**src/rtl/mips_pkg.sv**
```systemverilog
// Shared definitions for the MIPS pipeline: memory-stage FSM states,
// the default data-memory base address and the register-index width.
package mips_pkg;

    typedef enum logic [1:0] {
        IDLE = 2'd0,
        WAIT = 2'd1,
        DONE = 2'd2
    } mem_state_t;

    localparam int unsigned BASE_ADDR_DEF = 32'd1024;
    localparam int          REG_IDX_W     = 32'd5;

    // Rebase a byte address onto data memory and drop the byte offset.
    function automatic logic [31:0] word_index(input logic [31:0] byte_addr,
                                               input logic [31:0] base);
        return (byte_addr - base) >> 2;
    endfunction

endpackage

```
**src/rtl/mem_wb_reg.sv**
```systemverilog
// MEM/WB pipeline register. A bubble clears the write-back controls and
// leaves the data fields untouched; the read value only moves for loads.
module mem_wb_reg
    import mips_pkg::*;
(
    input  logic                 clk,
    input  logic                 rst,
    input  logic                 bubble,
    input  logic                 WB_en_in,
    input  logic                 MEM_R_EN_in,
    input  logic [REG_IDX_W-1:0] Dest_in,
    input  logic [31:0]          ALU_result_in,
    input  logic [31:0]          read_data,
    input  logic [31:0]          PC_in,
    output logic                 WB_en,
    output logic                 MEM_R_EN,
    output logic [REG_IDX_W-1:0] Dest,
    output logic [31:0]          ALU_result,
    output logic [31:0]          Mem_read_value,
    output logic [31:0]          PC
);

    // Load a bubble while the stage is frozen, otherwise capture the stage inputs.
    always_ff @(posedge clk or posedge rst) begin
        if (rst) begin
            WB_en          <= 1'b0;
            MEM_R_EN       <= 1'b0;
            Dest           <= '0;
            ALU_result     <= 32'd0;
            Mem_read_value <= 32'd0;
            PC             <= 32'd0;
        end else if (bubble) begin
            WB_en    <= 1'b0;
            MEM_R_EN <= 1'b0;
        end else begin
            WB_en      <= WB_en_in;
            MEM_R_EN   <= MEM_R_EN_in;
            Dest       <= Dest_in;
            ALU_result <= ALU_result_in;
            PC         <= PC_in;
            if (MEM_R_EN_in) begin
                Mem_read_value <= read_data;
            end
        end
    end

endmodule

```
**src/rtl/mem_stage.sv**
```systemverilog
// Memory-access stage: sequences loads/stores against a fixed-latency
// single-port SRAM, freezes upstream while an access is outstanding and
// drives the MEM/WB register.
module mem_stage
    import mips_pkg::*;
#(
    parameter int          WAIT_CYCLES = 32'd4,
    parameter int          ADDR_W      = 32'd16,
    parameter int unsigned BASE_ADDR   = BASE_ADDR_DEF
) (
    input  logic                 clk,
    input  logic                 rst,
    input  logic                 WB_en_in,
    input  logic                 MEM_R_EN_in,
    input  logic                 MEM_W_EN_in,
    input  logic [31:0]          ALU_result_in,
    input  logic [31:0]          Val_Rm,
    input  logic [REG_IDX_W-1:0] Dest_in,
    input  logic [31:0]          PC_in,
    output logic                 freeze,
    output logic                 sram_en,
    output logic                 sram_we,
    output logic [ADDR_W-1:0]    sram_addr,
    output logic [31:0]          sram_wdata,
    input  logic [31:0]          sram_rdata,
    output logic                 WB_en,
    output logic                 MEM_R_EN,
    output logic [REG_IDX_W-1:0] Dest,
    output logic [31:0]          ALU_result,
    output logic [31:0]          Mem_read_value,
    output logic [31:0]          PC
);

    localparam int CNT_W = (WAIT_CYCLES > 32'd1) ? $clog2(WAIT_CYCLES) : 32'd1;
    localparam logic [CNT_W-1:0] CNT_LAST = CNT_W'(WAIT_CYCLES - 32'd1);

    mem_state_t         state_r;
    logic [CNT_W-1:0]   cnt_r;
    logic [31:0]        rbuf_r;
    logic [ADDR_W-1:0]  addr_r;
    logic [31:0]        wdata_r;
    logic               we_r;
    logic               req_s;

    assign req_s = MEM_R_EN_in | MEM_W_EN_in;

    // Stall upstream until the access reaches DONE; never stall while in reset.
    assign freeze = req_s & (state_r != DONE) & ~rst;

    // SRAM strobes decode straight from the state register so reset drops them at once.
    assign sram_en    = (state_r == WAIT);
    assign sram_we    = (state_r == WAIT) & we_r;
    assign sram_addr  = addr_r;
    assign sram_wdata = wdata_r;

    // Access sequencer: latch address/data on entry, count the latency, capture read data.
    always_ff @(posedge clk or posedge rst) begin
        if (rst) begin
            state_r <= IDLE;
            cnt_r   <= '0;
            rbuf_r  <= 32'd0;
            addr_r  <= '0;
            wdata_r <= 32'd0;
            we_r    <= 1'b0;
        end else begin
            case (state_r)
                IDLE: begin
                    if (req_s) begin
                        state_r <= WAIT;
                        cnt_r   <= '0;
                        addr_r  <= ADDR_W'(word_index(ALU_result_in, 32'(BASE_ADDR)));
                        wdata_r <= Val_Rm;
                        // A load wins when both requests are raised.
                        we_r    <= MEM_W_EN_in & ~MEM_R_EN_in;
                    end else begin
                        state_r <= IDLE;
                    end
                end
                WAIT: begin
                    cnt_r <= cnt_r + CNT_W'(32'd1);
                    if (cnt_r == CNT_LAST) begin
                        rbuf_r  <= sram_rdata;
                        state_r <= DONE;
                    end else begin
                        state_r <= WAIT;
                    end
                end
                DONE: begin
                    state_r <= IDLE;
                end
                default: begin
                    state_r <= IDLE;
                end
            endcase
        end
    end

    mem_wb_reg u_mem_wb_reg (
        .clk            (clk),
        .rst            (rst),
        .bubble         (freeze),
        .WB_en_in       (WB_en_in),
        .MEM_R_EN_in    (MEM_R_EN_in),
        .Dest_in        (Dest_in),
        .ALU_result_in  (ALU_result_in),
        .read_data      (rbuf_r),
        .PC_in          (PC_in),
        .WB_en          (WB_en),
        .MEM_R_EN       (MEM_R_EN),
        .Dest           (Dest),
        .ALU_result     (ALU_result),
        .Mem_read_value (Mem_read_value),
        .PC             (PC)
    );

endmodule

```
**config.mk**
```make
export PLATFORM = sky130hd
export DESIGN_NAME = mem_stage
export DESIGN_NICKNAME = d
export VERILOG_FILES = /design/src/rtl/mips_pkg.sv /design/src/rtl/mem_wb_reg.sv /design/src/rtl/mem_stage.sv
export SDC_FILE = /design/constraint.sdc
export NUM_CORES = 1
export LEC_CHECK = 0
export ABC_AREA = 1
export BUFFER_PORTS_ARGS = -buffer_cell sky130_fd_sc_hd__buf_4
export CORE_MARGIN = 8
export CORE_UTILIZATION = 40
export DETAILED_ROUTE_END_ITERATION = 12
export HOLD_SLACK_MARGIN = 0.02
export PLACE_DENSITY = 0.68
export SLEW_MARGIN = 20
export SYNTH_ARGS = -nofsm -noshare
export SYNTH_HDL_FRONTEND = slang
export SYNTH_SLANG_ARGS = --single-unit
```
**constraint.sdc**
```tcl
create_clock -name clk -period 8.8 [get_ports clk]
set_clock_uncertainty 0.05 [all_clocks]
set_input_delay 1.76 -clock clk [delete_from_list [all_inputs] [get_ports clk]]
set_output_delay 1.76 -clock clk [all_outputs]
set_load 0.03 [all_outputs]
```
## After elaboration in Yosys (flattened, before gate mapping)

Cells that the tools add are included.

| cells by class | value |
|---|---|
| $add $sub $neg | 2 |
| equal/unequal tests | 4 |
| multiplexer cells | 7 |
| bitwise gates (word level) | 8 |
| reductions and logical operators | 6 |

Operator list:

| kind | number |
|---|---|
| $sub A18 B11 Y18 const B | 1 |
| $pmux W2 S2 | 2 |
| $reduce_and A2 Y1 | 4 |
| $and A1 B1 Y1 | 4 |
| $mux W2 | 2 |
| $ne A2 B2 Y1 const B | 2 |
| $mux W1 | 3 |
| $not A1 Y1 | 3 |
| $add A2 B1 Y2 const B | 1 |
| $eq A2 B1 Y1 const B | 1 |
| $eq A2 B2 Y1 const B | 1 |
| $logic_not A2 Y1 | 1 |
| $reduce_bool A2 Y1 | 1 |
| $or A1 B1 Y1 | 1 |

| storage, ports and cells | value |
|---|---|
| register bits after elaboration | 188 |
| input port bits | 138 |
| output and inout port bits | 154 |
| logic and storage cells | 39 |

## Depth between registers and ports, before layout

Gate-level depths: netlist of the first run.

| depth | value |
|---|---|
| depth in word-level cells | 5 |
| mapped depth | 9 |
| depth with buffers taken out | 8 |

## Modules after synthesis

A second synthesis of the first run with hierarchy kept.

| unflattened totals | value |
|---|---|
| cells, all modules | 830 |
| area, all modules | 7330.8 um^2 |

By module, submodules not included:

| module | times used | cells each | area each (um^2) | sequential area each (um^2) |
|---|---|---|---|---|
| mem_wb_reg | 1 | 438 | 3948.8 | 2577.5 |
| mem_stage | 1 | 392 | 3382.0 | 2127.0 |

## Worst setup path after synthesis of the first run

Ideal clock, no wire load.

| path | value |
|---|---|
| path type | in2out |
| start | in rst |
| end | out freeze |
| arrival time | 6616 ps |
| data required time | 6990 ps |
| setup slack | 374 ps |
| cell stages on the path | 5 |
| path buffers | 2 |
| cell sequence | inv_1 -> nand3_2 -> buf_6 -> inv_4 -> buf_2 |

| on the way | value |
|---|---|
| word-level cells in the longest chain between the ends | 2 |

RTL lines:

| item | RTL line | source |
|---|---|---|
| start: declaration | mem_stage.sv:12 | `input logic rst,` |
| $not A1 Y1 | mem_stage.sv:48 | `assign freeze = req_s & (state_r != DONE) & ~rst;` |
| $and A1 B1 Y1 | mem_stage.sv:48 |  |
| end: declaration | mem_stage.sv:20 | `output logic freeze,` |

Every way passes these cells.

## Final worst setup path of the first run

Same ends and word-level chain as after synthesis.

==> impl_metrics.csv, run 1 <==
group,metric,value,unit
setup_path,r2r_cells,8,
die,dieArea,22550,um2
clocking,ctsResizeCount,0,
pwr,p_switching,0.001436,W
setup_path,crit_top_cell,"buf_4",
global_route,grt_overflow_total,0,
global_route,grt_pass1_wl,32630,um
setup_path,setup.worst_path.end_class,"primary output",
clocking,cts_made_buffers,17,
synth,synthTopCellsByArea,"dfrtp_1, nand2_1, o21ai_0, buf_2, inv_1",
synth,synth_area_leader_cell,"dfrtp_1",
die,chipWidth,150.2,um
sta,worst_pin_slew,0.9419,ns
pwr,p_seq_share,37.8,%
min_path,min-delay-start,"rbuf_r[26]",
setup_path,critPathMaxStageDelay,0.57,ns
clocking,cts_tree,"built",
synth,synth_area,7202,um2
min_path,holdPathStages,2,
pwr,power.density,350.2,nW/um2
layout,fill_cells,1658,
global_route,antenna_found_initial,0,
synth,synth-seq-cells,188,
clocking,worstSkewPairLatency,0.42,ns
die,coreArea,17840,um2
pwr,p_leak,5.635,nW
layout,multiInputGateArea,2182,um2
synth,yosysSeqAreaShare,65.32,%
setup_path,timing.rr.start,"state_r[0]",
setup_path,critPathTopFamily,"buffers and inverters",
setup_path,cp-startpoint,"rst",
synth,synth-main-ff-cell,"dfrtp_1",
clocking,h-tree-depth,4,
sta,rsz0062_at_grt,"no",
clocking,postCtsSetupBuffers,0,
synth,syn_avg_cell_area,8.913,um2
clocking,cts_hold_buf,0,
clocking,cts_sinks,188,
place,gp_congestion,0.7502,
sta,finalHoldViolCount,0,
clocking,cts-root-buf,"clkbuf_16",
synth,syn_inst,808,
global_route,grt_pass1_vias,6118,
routing,ant_nets,0,
setup_path,path_buf_inv,4,
sta,fin_crit,5.413,ns
setup_path,reg2reg_to,"u_mem_wb_reg.Mem_read_value[29]",
sta,final.setup.tns,0,ns
setup_path,crit_required,6.99,ns
synth,ys.warnings.count,0,
global_route,grt_max_degree,116,
place,dp_hpwl,15000,um
routing,vias_per_cell,4.536,
global_route,grt_use_total,18.49,%
setup_path,path_cells,"buf_4 > inv_8 > nand3_2 > inv_4 > buf_4",
synth,synth_nets,948,
pwr,p_comb_share,40.5,%
sta,maxSlewViolCount,0,
routing,vias,6010,
synth,synth_common_cells,"nand2_1, dfrtp_1, o21ai_0",
sta,relSlewSlack,37.21,%
setup_path,cp_slowest_cell,"inv_4",
die,die_h,150.2,um
synth,synth_cell_types,21,
place,io_buffer_count,291,
synth,yosysMostFrequentCell,"nand2_1",
clocking,cts_buffer_depth,2,
min_path,min_to,"u_mem_wb_reg.Mem_read_value[26]",
pwr,peakVddDrop,198.8,uV
layout,synthToLayoutAreaGrowth,40.04,%
setup_path,crit_arrival,3.60,ns
die,initial_core_util,40.37,%
run,maxCapViolCount,0,
pwr,switching_share,40.64,%
outcome,outcome,"completed",
clocking,clkTransAtPathRegs,0.06,ns
sta,holdWs,0.4196,ns
sta,max_freq,184.7,MHz
routing,routedWlPerCell,15.92,um
pwr,p_int,0.002097,W
layout,seqCellArea,4705,um2
routing,drc,0,
pwr,clockPowerShare,21.7,%
sta,fin_crit_sh,61.52,%
setup_path,worstSetupStartpointType,"primary input",
die,ioPinCount,292,
setup_path,critPathMaxFanout,115,
layout,antenna-diode-count,0,
die,row_count,49,
setup_path,r2r_slack,5.84,ns
synth,synth_top_cell_area_share,65.32,%
setup_path,criticalPathCategory,"in -> out",
layout,layout-drive-gt1-share,30.20,%
layout,nets,1225,
routing,drtIter0Drc,363,
sta,setup_viol,0,
min_path,min_path_type,"reg -> reg",
routing,finalWirelength,21100,um
synth,synth_edf_count,0,
synth,async_reset_ff_share,100.0,%
routing,dr.pass1.iters,4,
-- cell usage in the layout, fill, tap and decap left out, drive strengths merged --
master	Yosys	final
a21oi	2	2
a22oi	1	1
buf	32	294
bufinv	0	2
clkbuf	4	22
clkinv	0	1
clkinvlp	0	3
dfrtp	188	188
ha	2	2
inv	30	32
nand2	492	492
nand3	8	8
nand4	1	1
nor2	13	13
o21ai	35	35
-- how the worst max path moves through the flow --
| stage | cells past startpoint | to | slack, ns |
|---|---|---|---|
| finish | 5 | freeze | 3.39 |
| detailed placement | 5 | freeze | 3.36 |
| CTS | 5 | freeze | 3.35 |
| global route | 5 | freeze | 3.17 |
| floorplan | 5 | freeze | 0.37 |
| global placement | 5 | freeze | 3.35 |
-- tightest hold or removal path: cells and delay by family, from the launching register on --
| family | cells | cell delay, ns |
|---|---|---|
| and+or+nand+nor | 2 | 0.09 |
| DFF | 1 | 0.34 |
-- stage by stage --
stage / power [W] / setup slack [ns] / utilization [%] / std cells / cell area (um2)
after detailed placement: 0.002799 / 3.359 / 53.24 / 1295 / 9498
after global placement: 0.002773 / 3.352 / 53.24 / 1295 / 9498
after global routing: 0.003756 / 3.168 / 56.53 / 1325 / 10090
after CTS: 0.003574 / 3.354 / 56.50 / 1325 / 10080
after floorplan: 0.002205 / 0.3739 / - / 808 / 7202
final: 0.003532 / 3.387 / 56.53 / 1325 / 10090
-- power groups by stage --
| stage | Clock (W) | Sequential [W] | Combinational, W |
|---|---|---|---|
| after global placement | 0 | 0.00134 | 0.00143 |
| after global routing | 0.000820 | 0.00137 | 0.00156 |
| final | 0.000766 | 0.00134 | 0.00143 |
| after CTS | 0.000782 | 0.00134 | 0.00146 |
| after detailed placement | 0 | 0.00134 | 0.00146 |
| after floorplan | 0 | 0.00176 | 0.000444 |
-- metal layers --
layer,global-route usage (%),vias to the layer above,wire [um]
met4,5.047,0,272
met5,0,-,0
met3,6.703,19,2050
met1,23.47,2774,9181
li1,-,2990,-
met2,29.37,227,9592
-- cell type report --
type / instances / area share, %
Clock buffer: 22 / 4.702
Clock inverter: 8 / 1.079
Inverter: 30 / 1.216
Multi-Input combinational cell: 554 / 21.64
Sequential cell: 188 / 46.64
Tap cell: 229 / 2.841
Timing Repair Buffer: 294 / 21.88
-- kinds of logic (layout without fill, tap and decap cells) --
logic type / Yosys count / in the layout / share of synthesized area, %
adder cells (fa/ha/maj): 2 / 2 / 0.3474
AND/OR/NAND/NOR: 514 / 514 / 27.21
flip-flops: 188 / 188 / 65.32
AO/OA/AOI/OAI: 38 / 38 / 2.676
buffers and inverters: 66 / 354 / 4.447
-- flip-flops by register name (all words and copies together), names as in the netlist --
signal,cells
sram_wdata,32
u_mem_wb_reg.Mem_read_value,32
cnt_r,2
state_r,2
sram_addr,16
u_mem_wb_reg.MEM_R_EN,1
u_mem_wb_reg.Dest,5
we_r,1
u_mem_wb_reg.WB_en,1
rbuf_r,32
u_mem_wb_reg.ALU_result,32
u_mem_wb_reg.PC,32
No activity file was read; power rests on OpenSTA's default activity.
==> inputs of run 2 (changes only) <==
--- a/config.mk
+++ b/config.mk
@@ -5,7 +5,7 @@
 export SDC_FILE = /design/constraint.sdc
 export NUM_CORES = 1
 export LEC_CHECK = 0
-export ABC_AREA = 1
+export ABC_AREA = 0
 export BUFFER_PORTS_ARGS = -buffer_cell sky130_fd_sc_hd__buf_4
 export CORE_MARGIN = 8
 export CORE_UTILIZATION = 40
==> constraint.sdc (replaced) <==
create_clock -name clk -period 5.5 [get_ports clk]
set_clock_uncertainty 0.05 [all_clocks]
set_input_delay 1.1 -clock clk [delete_from_list [all_inputs] [get_ports clk]]
set_output_delay 1.1 -clock clk [all_outputs]
set_load 0.03 [all_outputs]
==> impl_metrics.csv, run 2 <==
group,metric,value,unit
outcome,outcome,"completed",
synth,async_reset_ff_share,100.0,%
pwr,p_seq_share,37.1,%
setup_path,critPathMaxFanout,4,
pwr,p_int,0.003693,W
synth,syn_inst,434,
routing,vias_per_cell,4.807,
routing,drtIter0Drc,211,
global_route,grt_pass1_wl,28200,um
place,dp_hpwl,13870,um
die,initial_core_util,40.22,%
clocking,ctsResizeCount,0,
synth,synth_area_leader_cell,"dfrtp_1",
global_route,grtUsageMet3,7.378,%
synth,ys.warnings.count,0,
routing,drc,0,
clocking,cts_buffer_depth,2,
clocking,cts-root-buf,"clkbuf_16",
setup_path,reg2reg_to,"u_mem_wb_reg.ALU_result[18]",
synth,yosysSeqAreaShare,65.79,%
pwr,switching_share,36.78,%
clocking,postCtsSetupBuffers,0,
sta,rsz0062_at_grt,"no",
min_path,min_path_type,"reg -> reg",
global_route,grtUsageMet2,27.18,%
die,row_count,49,
pwr,p_comb_share,41.6,%
layout,antenna-diode-count,0,
clocking,cts_sinks,188,
die,chipWidth,149.7,um
sta,maxSlewViolCount,0,
min_path,holdPathStages,1,
sta,fin_crit_sh,53.30,%
pwr,p_switching,0.002148,W
clocking,cts_made_buffers,17,
global_route,grt_overflow_total,0,
global_route,grt_util_met1,17.55,%
setup_path,setup.worst_path.end_class,"primary output",
setup_path,crit_arrival,1.78,ns
pwr,clockPowerShare,21.3,%
place,io_buffer_count,291,
routing,ant_nets,0,
layout,postLayoutCoreUtil,57.28,%
synth,synth-seq-cells,188,
clocking,clkTransAtPathRegs,0.06,ns
global_route,grt_pass1_vias,5158,
sta,relSlewSlack,38.69,%
die,ioPinCount,292,
setup_path,r2r_cells,4,
synth,synth-main-ff-cell,"dfrtp_1",
synth,synth_area,7151,um2
synth,synth_edf_count,0,
synth,yosysMostFrequentCell,"dfrtp_1",
clocking,h-tree-depth,4,
sta,setup_viol,0,
die,coreArea,17780,um2
layout,synthToLayoutAreaGrowth,42.41,%
routing,finalWirelength,18170,um
layout,layout_common_cells,"buf_4, dfrtp_1, mux2_2, clkbuf_16, a21oi_1",
run,maxCapViolCount,0,
pwr,p_leak,4.758,nW
global_route,antenna_found_initial,0,
min_path,min-delay-start,"u_mem_wb_reg.PC[26]",
global_route,top_usage_layer,"met2",
synth,synth_common_cells,"dfrtp_1, mux2_2, a21oi_1",
sta,finalHoldViolCount,0,
layout,layout-drive-gt1-share,67.92,%
pwr,peakVddDrop,294.9,uV
sta,fin_crit,2.932,ns
synth,syn_avg_cell_area,16.48,um2
routing,vias,4682,
min_path,min_to,"u_mem_wb_reg.PC[26]",
die,dieArea,22410,um2
pwr,power.density,573.7,nW/um2
die,die_h,149.7,um
synth,synth_nets,574,
setup_path,worstSetupStartpointType,"primary input",
place,gp_congestion,0.7514,
setup_path,r2r_slack,3.25,ns
routing,dr.pass1.iters,4,
global_route,grt_use_total,16.21,%
synth,synth_top_cell_area_share,65.79,%
sta,max_freq,341.1,MHz
synth,synth_cell_types,28,
layout,fill_cells,1465,
sta,worst_pin_slew,0.9196,ns
global_route,grt_max_degree,82,
sta,final.setup.tns,0,ns
setup_path,criticalPathCategory,"in -> out",
routing,routedWlPerCell,18.65,um
clocking,cts_hold_buf,0,
layout,nets,872,
setup_path,timing.rr.start,"state_r[1]",
setup_path,crit_required,4.35,ns
clocking,cts_tree,"built",
layout,final_common_cell,"buf_4",
synth,synthTopCellsByArea,"dfrtp_1, mux2_2, buf_6, mux2_1, a21oi_1",
pwr,totalPowerFinal,0.005842,W
clocking,worstSkewPairLatency,0.42,ns
run 2: worst max-delay path by stage:
stage	end	startpoint	slack (ns)
final	freeze	MEM_R_EN_in	2.57
after global routing	freeze	MEM_R_EN_in	2.53
after CTS	freeze	MEM_R_EN_in	2.54
after detailed placement	sram_wdata[13]	MEM_R_EN_in	2.52
after global placement	freeze	MEM_R_EN_in	2.53
after floorplan	cnt_r[0]	rst	1.93
run 2: stage by stage:
| step | hold slack [ns] | area, um2 | setup slack [ns] | cells |
|---|---|---|---|---|
| finish | 0.4474 | 10180 | 2.568 | 974 |
| detailed placement | 0.4367 | 9540 | 2.525 | 941 |
| global route | 0.4705 | 10180 | 2.533 | 974 |
| global placement | 0.4243 | 9540 | 2.529 | 941 |
| floorplan | 0.4249 | 7154 | 1.930 | 434 |
| CTS | 0.4535 | 10150 | 2.541 | 973 |
run 2: power groups by stage:
stage | Sequential (W) | Clock, W | Combinational [W]
after floorplan | 0.00291 | 0 | 0.000790
after global placement | 0.00216 | 0 | 0.00242
after detailed placement | 0.00220 | 0 | 0.00247
after CTS | 0.00218 | 0.00128 | 0.00247
after global routing | 0.00224 | 0.00134 | 0.00257
final | 0.00217 | 0.00124 | 0.00243
run 2: area by class of cell:
| type | count | area, um2 | share of cell area (%) |
|---|---|---|---|
| Inverter | 6 | 26.28 | 0.2580 |
| Clock inverter | 11 | 131.4 | 1.290 |
| Timing Repair Buffer | 298 | 2261 | 22.20 |
| Clock buffer | 21 | 480.5 | 4.718 |
| Multi-Input combinational cell | 221 | 2293 | 22.52 |
| Sequential cell | 188 | 4705 | 46.20 |
| Tap cell | 229 | 286.5 | 2.814 |
run 2: cells by family after synthesis:
logic type	count (synthesis)	synth area share [%]
muxes	175	27.56
and+or+nand+nor	20	1.925
buffers and inverters	25	2.327
AOI/OAI and AO/OA	21	1.680
DFF	188	65.79
adders and majority gates	2	0.3499
xor gates and xnor gates	3	0.3675
run 2: critical path, cell delays in order:
cell and delay, ns:
buf_4 0.13, nor2_1 0.28, nor3_4 0.08, buf_4 0.18
run 2: layer usage:
metal,wire length (um),vias to the layer above
met4,381,0
li1,-,2133
met3,2006,24
met1,6479,2345
met2,9300,180
met5,0,-
